$ cat src/rtl/seq_detector_param.sv
`default_nettype none
// ============================================================================
// Module  : seq_detector_param
// Brief   : Parametrised Mealy serial-pattern detector with runtime reload,
//           overlap control, registered match copy and saturating counter.
// Rev     : 1.0  initial release
// ============================================================================
module seq_detector_param #(
  parameter int                 PAT_LEN = 4,
  parameter logic [PAT_LEN-1:0] PATTERN = 4'b1011,
  parameter int                 CNT_W   = 8
) (
  input  logic               clk,
  input  logic               reset,
  input  logic               en,
  input  logic               d_in,
  input  logic               overlap,
  input  logic               pat_load,
  input  logic [PAT_LEN-1:0] pat_in,
  input  logic               cnt_clr,
  output logic               match,
  output logic               match_q,
  output logic [CNT_W-1:0]   match_cnt
);

  localparam int                 FILL_W   = $clog2(PAT_LEN);
  localparam logic [FILL_W-1:0]  FILL_MAX = FILL_W'(PAT_LEN - 1);
  localparam logic [CNT_W-1:0]   CNT_MAX  = {CNT_W{1'b1}};

  logic [PAT_LEN-1:0] pat_reg;
  logic [PAT_LEN-2:0] hist;
  logic [FILL_W-1:0]  fill;
  logic [PAT_LEN-1:0] window;

  // Candidate window: accepted history plus the bit on the wire this cycle.
  assign window = {hist, d_in};

  // fill gates out stale history, so a match needs PAT_LEN fresh bits.
  assign match = en & ~pat_load & (fill == FILL_MAX) & (window == pat_reg);

  always_ff @(posedge clk or posedge reset) begin
    if (reset) begin
      pat_reg   <= PATTERN;
      hist      <= '0;
      fill      <= '0;
      match_q   <= 1'b0;
      match_cnt <= '0;
    end else begin
      match_q <= match;

      if (cnt_clr)
        match_cnt <= '0;
      else if (match && (match_cnt != CNT_MAX))
        match_cnt <= match_cnt + 1'b1;

      if (pat_load) begin
        pat_reg <= pat_in;
        hist    <= '0;
        fill    <= '0;
      end else if (en) begin
        if (match && !overlap) begin
          hist <= '0;
          fill <= '0;
        end else begin
          hist <= window[PAT_LEN-2:0];
          if (fill != FILL_MAX)
            fill <= fill + 1'b1;
        end
      end
    end
  end

endmodule
`default_nettype wire

$ cat config.mk
export PLATFORM = sky130hd
export DESIGN_NAME = seq_detector_param
export DESIGN_NICKNAME = d
export VERILOG_FILES = /design/src/rtl/seq_detector_param.sv
export SDC_FILE = /design/constraint.sdc
export NUM_CORES = 1
export LEC_CHECK = 0
export CAP_MARGIN = 30
export CORE_MARGIN = 4
export CORE_UTILIZATION = 52
export DETAILED_ROUTE_END_ITERATION = 7
export PLACE_DENSITY = 0.82
export SETUP_SLACK_MARGIN = 0.05
export SYNTH_ARGS = -nofsm -noshare
export SYNTH_HDL_FRONTEND = slang
export SYNTH_SLANG_ARGS = --single-unit
$ cat constraint.sdc
create_clock -name clk -period 3 [get_ports clk]
set_input_delay 0.6 -clock clk [delete_from_list [all_inputs] [get_ports clk]]
set_output_delay 0.6 -clock clk [all_outputs]
set_load 0.005 [all_outputs]
==> results of run 1 <==
## final timing paths
kind	from	endpoint	slack, ns	cells past startpoint
max	d_in	match	0.26	5
min	pat_reg[2]	pat_reg[2]	0.55	1
max reg2reg	pat_reg[3]	match_cnt[7]	1.07	5
min reg2reg	pat_reg[2]	pat_reg[2]	0.55	1
max in group asynchronous	reset	hist[2]	1.86	2
min in group asynchronous	reset	match_q	0.71	2
## layout make-up
class | instances | area, sq um | share of cell area [%]
multi-input cells | 61 | 473 | 39.0
repair buffers | 21 | 208 | 17.1
clock buffers | 4 | 36.3 | 2.99
well taps | 25 | 31.3 | 2.58
inverters | 3 | 11.3 | 0.928
flip-flops and latches | 18 | 454 | 37.4
## cell families (layout without fill, tap and decap cells)
logic type	Yosys count	in the layout	synth area share [%]
XOR/XNOR	8	8	8.20
AO/OA/AOI/OAI	8	8	5.82
adder cells (fa/ha/maj)	2	2	2.65
multiplexers	8	8	9.26
AND/OR/NAND/NOR	35	35	24.1
buffers and inverters	5	28	1.98
flip-flops	18	18	48.0
## power groups by stage
stage          combinational (mW)  sequential (mW)  clock (mW)
6_report                   0.0573            0.261       0.147
5_1_grt                    0.0637            0.263       0.164
4_1_cts                    0.0583            0.261       0.152
3_5_place_dp               0.0583            0.266           0
3_3_place_gp               0.0557            0.265           0
2_1_floorplan              0.0362            0.264           0
## cells in the final DEF (no fill, tap or decap), drive strengths merged, types with 2 or more instances in the layout
cell type       n
o22ai           2
nand3b          2
dfrtp          15
nor2           11
dfstp           3
mux2            6
mux2i           2
clkbuf          4
clkdlybuf4s50  20
xnor2           8
nor4            2
inv             3
ha              2
nand2b          4
a21oi           2
nor3            3
nand3           5
## synth_stat cells (2+ instances only)
cell type / count / share of area, %
inv_1: 3 / 1.2
xnor2_1: 7 / 6.5
ha_1: 2 / 2.6
a21oi_1: 2 / 1.1
nor2_1: 11 / 4.4
nand3_1: 4 / 2.1
mux2_2: 5 / 6.0
nand2b_1: 4 / 2.6
mux2i_1: 2 / 2.1
dfrtp_1: 15 / 40
nand3b_1: 2 / 1.6
nor3_1: 2 / 1.1
dfstp_2: 3 / 8.3
o22ai_1: 2 / 1.3
## metal layers
metal	wire (microns)	part of all wire, %	GRT usage (%)	vias up
li1	-	-	-	342
met1	778	44	18.2	344
met2	877	50	26.7	21
met3	102	5.8	3.86	0
met4	0	0	4.04	0
met5	0	0	0	-
## worst register-to-register path, stage by stage, from the launching register on
cell and delay [ns]:
dfstp_2 0.55, xnor2_1 0.14, nand3_2 0.20, or3_4 0.42
nor3_2 0.18, mux2_1 0.33
==> metrics, run 1 <==
Die W between 50 and 60 microns; P_sw 0.106 mW; CP Capture Type output port; maxcap violations 0; Top FF cell, synth dfrtp_1; critical path peak fanout 8; post-layout min period 2.74 ns; via count 707; row count 15; first-pass GRT wire length between 3000 and 4000 microns; internal power 0.360 mW; Clock Power Share between 30% and 40%; Net Sw Frac 22.8%; status finished, final reports clean; WHS ~0.55 ns; Tcrit/Tclk final 91.4%; CP arrival 2.14 ns; WP buf/inv 2; non-filler cells, final 132; FFs w/ async S/R, synth 100%; slew of the pin with the lowest slew margin 0.668 ns; Synth cell types 34; root buffer cell clkbuf_4; Routed Antenna Nets 0; Final Hold Fails 0; P&R area growth vs syn 28.3%; FMAX 365 MHz; final setup fails 0; nets@finish 121; gp weighted congestion 0.817; Synth warnings 0; CTS Buf Count 3; pre-CTS setup slack 0.263 ns; final wirelength 1760 microns; worst setup margin 0.258 ns; die footprint between 2000 and 3000 sq um; worst vdd ir 0.242 mV; # fillers 140; Seq pwr share about 56%; max reg flops 8; unrepaired setup endpoints after global routing false; Die H 50.7 microns; clk_lat worst skew a little under 0.3 ns; Post-Syn Area 946 sq um; EDFF count, synth 0; Clock Path Buffers 2; Hold Crit Class reg -> reg; Slew Limit Fails 0; setup TNS 0 ns; CTS tree done; Post-DP HPWL between 1000 and 1500 microns; most used cell, CP clkdlybuf4s50_1; input/output buffers 20; post-CTS resize count 0; Initial DRT Pass Iterations 4; sequential fraction of the synthesis area 48.0%; initial detailed-routing violation count 10; I/O pins 21; post-synthesis register bit count 18; Initial Util 54.8%; layout cell share with drive strength beyond 1 19.6%; Critical-path top delay cell clkdlybuf4s50_1; slowest stage delay, CP 0.53 ns; global route total overflow 0; Slew HR around 55%; hold_buf cts 0; Clock H-tree levels 1; Reg clk slew, reported paths 0.10 ns; Startpoint Class primary input; clock skew 0.00384 ns; vias in the first global route between 700 and 800; delay-heaviest family, CP buffers and inverters; worst setup path class in -> out; initial antenna violation count 0; Req. time, crit path approximately 2.4 ns; post-route cell area 1210 sq um; core region area 1730 sq um; Setup Fix Bufs, Post-CTS 0; Syn Area/Cell approximately 11 sq um; Comb power frac 12.3%; Power, Total between 0.4 and 0.5 mW; cell count after synthesis 84; wire per inst approximately 13 microns; GRT Total Usage 15.2%; fin util a little over two thirds; leakage power 0.500 nW; Cells after DPL ~130; CTS sink count 18; Via density between 5 and 6; largest net degree at the start of global routing 19; critical-path cell list clkdlybuf4s50_1, xnor2_1, nand3_2, nor2_1, clkdlybuf4s50_1; # diodes 0; PwrDens 384 nW/um^2; drt drc 0; syn nets 97; placed inst area 1180 sq um
No activity file was read; power rests on OpenSTA's default activity.
==> inputs of run 2 (changes only) <==
==> constraint.sdc (replaced) <==
create_clock -name clk -period 3 [get_ports clk]
set_input_delay 0.45 -clock clk [delete_from_list [all_inputs] [get_ports clk]]
set_output_delay 0.45 -clock clk [all_outputs]
set_load 0.005 [all_outputs]
==> metrics, run 2 (same netlist as run 1, synthesis figures left out) <==
max reg flops 8 (unchanged); worst setup margin 0.526 ns (was 0.258 ns); FF/Latch Area 454 sq um (unchanged); PwrDens 383 nW/um^2 (was 384 nW/um^2); most frequent cells in the layout clkdlybuf4s50_1 (20), dfrtp_1 (15), nor2_1 (11) (unchanged); nets@finish 120 (was 121); worst setup path class in -> out (unchanged); Tcrit/Tclk final 82.5% (was 91.4%); CTS Buf Count 3 (unchanged); maxcap violations 0 (unchanged); # fillers 146 (was 140); P&R area growth vs syn 27.5% (was 28.3%); Slew Limit Fails 0 (unchanged); die footprint 2570 sq um (unchanged); vias in the first global route 711 (was 719); Hold Crit Class reg -> reg (unchanged); Clock Path Buffers 2 (unchanged); Clock H-tree levels 1 (unchanged); layout cell share with drive strength beyond 1 18.9% (was 19.6%); Routed Antenna Nets 0 (unchanged); WHS 0.550 ns (was 0.548 ns); input/output buffers 20 (unchanged); pre-CTS setup slack 0.506 ns (was 0.263 ns); Cells after DPL 127 (was 128); via count 699 (was 707); FMAX 404 MHz (was 365 MHz); setup TNS 0 ns (unchanged); # diodes 0 (unchanged); Via density 5.34 (was 5.36); Slew HR 54.3% (was 55.4%); Die H 50.7 microns (unchanged); initial antenna violation count 0 (unchanged); Final Hold Fails 0 (unchanged); Setup Fix Bufs, Post-CTS 0 (unchanged); flop-to-flop setup slack 1.10 ns (was 1.07 ns); critical path peak fanout 11 (was 8); core region area 1730 sq um (unchanged); largest net degree at the start of global routing 19 (unchanged); I/O pins 21 (unchanged); drt drc 0 (unchanged); leakage power 0.495 nW (was 0.500 nW); final wirelength 1690 microns (was 1760 microns); Post-DP HPWL 1300 microns (was 1390 microns); Initial Util 54.8% (unchanged); Initial DRT Pass Iterations 4 (unchanged); Startpoint Class primary input (unchanged); post-CTS resize count 0 (unchanged); gp weighted congestion 0.782 (was 0.817); placed inst area 1170 sq um (was 1180 sq um); global route total overflow 0 (unchanged); clock skew 0.00904 ns (was 0.00384 ns); post-layout min period 2.47 ns (was 2.74 ns); CTS tree done (unchanged); Multi-input gate area 473 sq um (unchanged); CP arrival 2.02 ns (was 2.14 ns); clk_lat worst skew 0.29 ns (about the same); row count 15 (unchanged); wire per inst 12.9 microns (was 13.3 microns); initial detailed-routing violation count 4 (was 10); first-pass GRT wire length 3040 microns (was 3020 microns); GRT Total Usage 15.9% (was 15.2%); final setup fails 0 (unchanged); CTS sink count 18 (unchanged); CP Capture Type output port (unchanged); root buffer cell clkbuf_4 (unchanged); non-filler cells, final 131 (was 132); post-route cell area 1210 sq um (about the same); unrepaired setup endpoints after global routing false (unchanged); worst vdd ir 0.423 mV (was 0.242 mV); status finished, final reports clean (unchanged); hold_buf cts 0 (unchanged); Die W 50.7 microns (unchanged); Reg clk slew, reported paths 0.10 ns (about the same); slew of the pin with the lowest slew margin 0.685 ns (was 0.668 ns); most common cell after layout, fill and taps aside clkdlybuf4s50_1 (unchanged); Req. time, crit path 2.55 ns (was 2.40 ns)
run 2: layer usage:
layer	vias to the layer above	track usage, %	part of all wire, %
li1	344	-	-
met1	334	18.3	45
met2	19	26.5	50
met3	2	4.15	4.9
met4	0	9.42	0.59
met5	-	0	0
run 2: critical path, cell delays in order:
cell and delay [ns]:
clkdlybuf4s50_1 0.58, nand4b_4 0.31, nor2_1 0.17, clkdlybuf4s50_1 0.52
run 2: path summary, 6_finish.rpt:
kind	from	to	depth (start not counted)
hold / removal	pat_reg[2]	pat_reg[2]	1
max in group asynchronous	reset	fill[1]	2
setup / recovery	pat_load	match	4
min in group asynchronous	reset	hist[1]	2
hold reg to reg	pat_reg[2]	pat_reg[2]	1
setup reg to reg	pat_reg[3]	match_cnt[7]	5
run 2: area by class of cell:
cell class,instances,area share [%]
Timing Repair Buffer,20,16.6
Multi-Input combinational cell,61,39.2
Tap cell,25,2.59
Clock buffer,4,3.01
Inverter,3,0.934
Sequential cell,18,37.7
run 2: report_power, final:
part | leakage (nW) | internal (mW) | switching, mW | total (mW)
registers | 0.236 | 0.255 | 0.00685 | 0.261
logic | 0.238 | 0.0305 | 0.0257 | 0.0562
clock network | 0.0210 | 0.0739 | 0.0704 | 0.144
run 2: per-stage QoR:
step	util (%)	power [mW]
floorplan	-	0.301
global placement	67.8	0.320
detailed placement	67.8	0.322
CTS	69.9	0.472
global route	69.9	0.491
finish	69.9	0.462
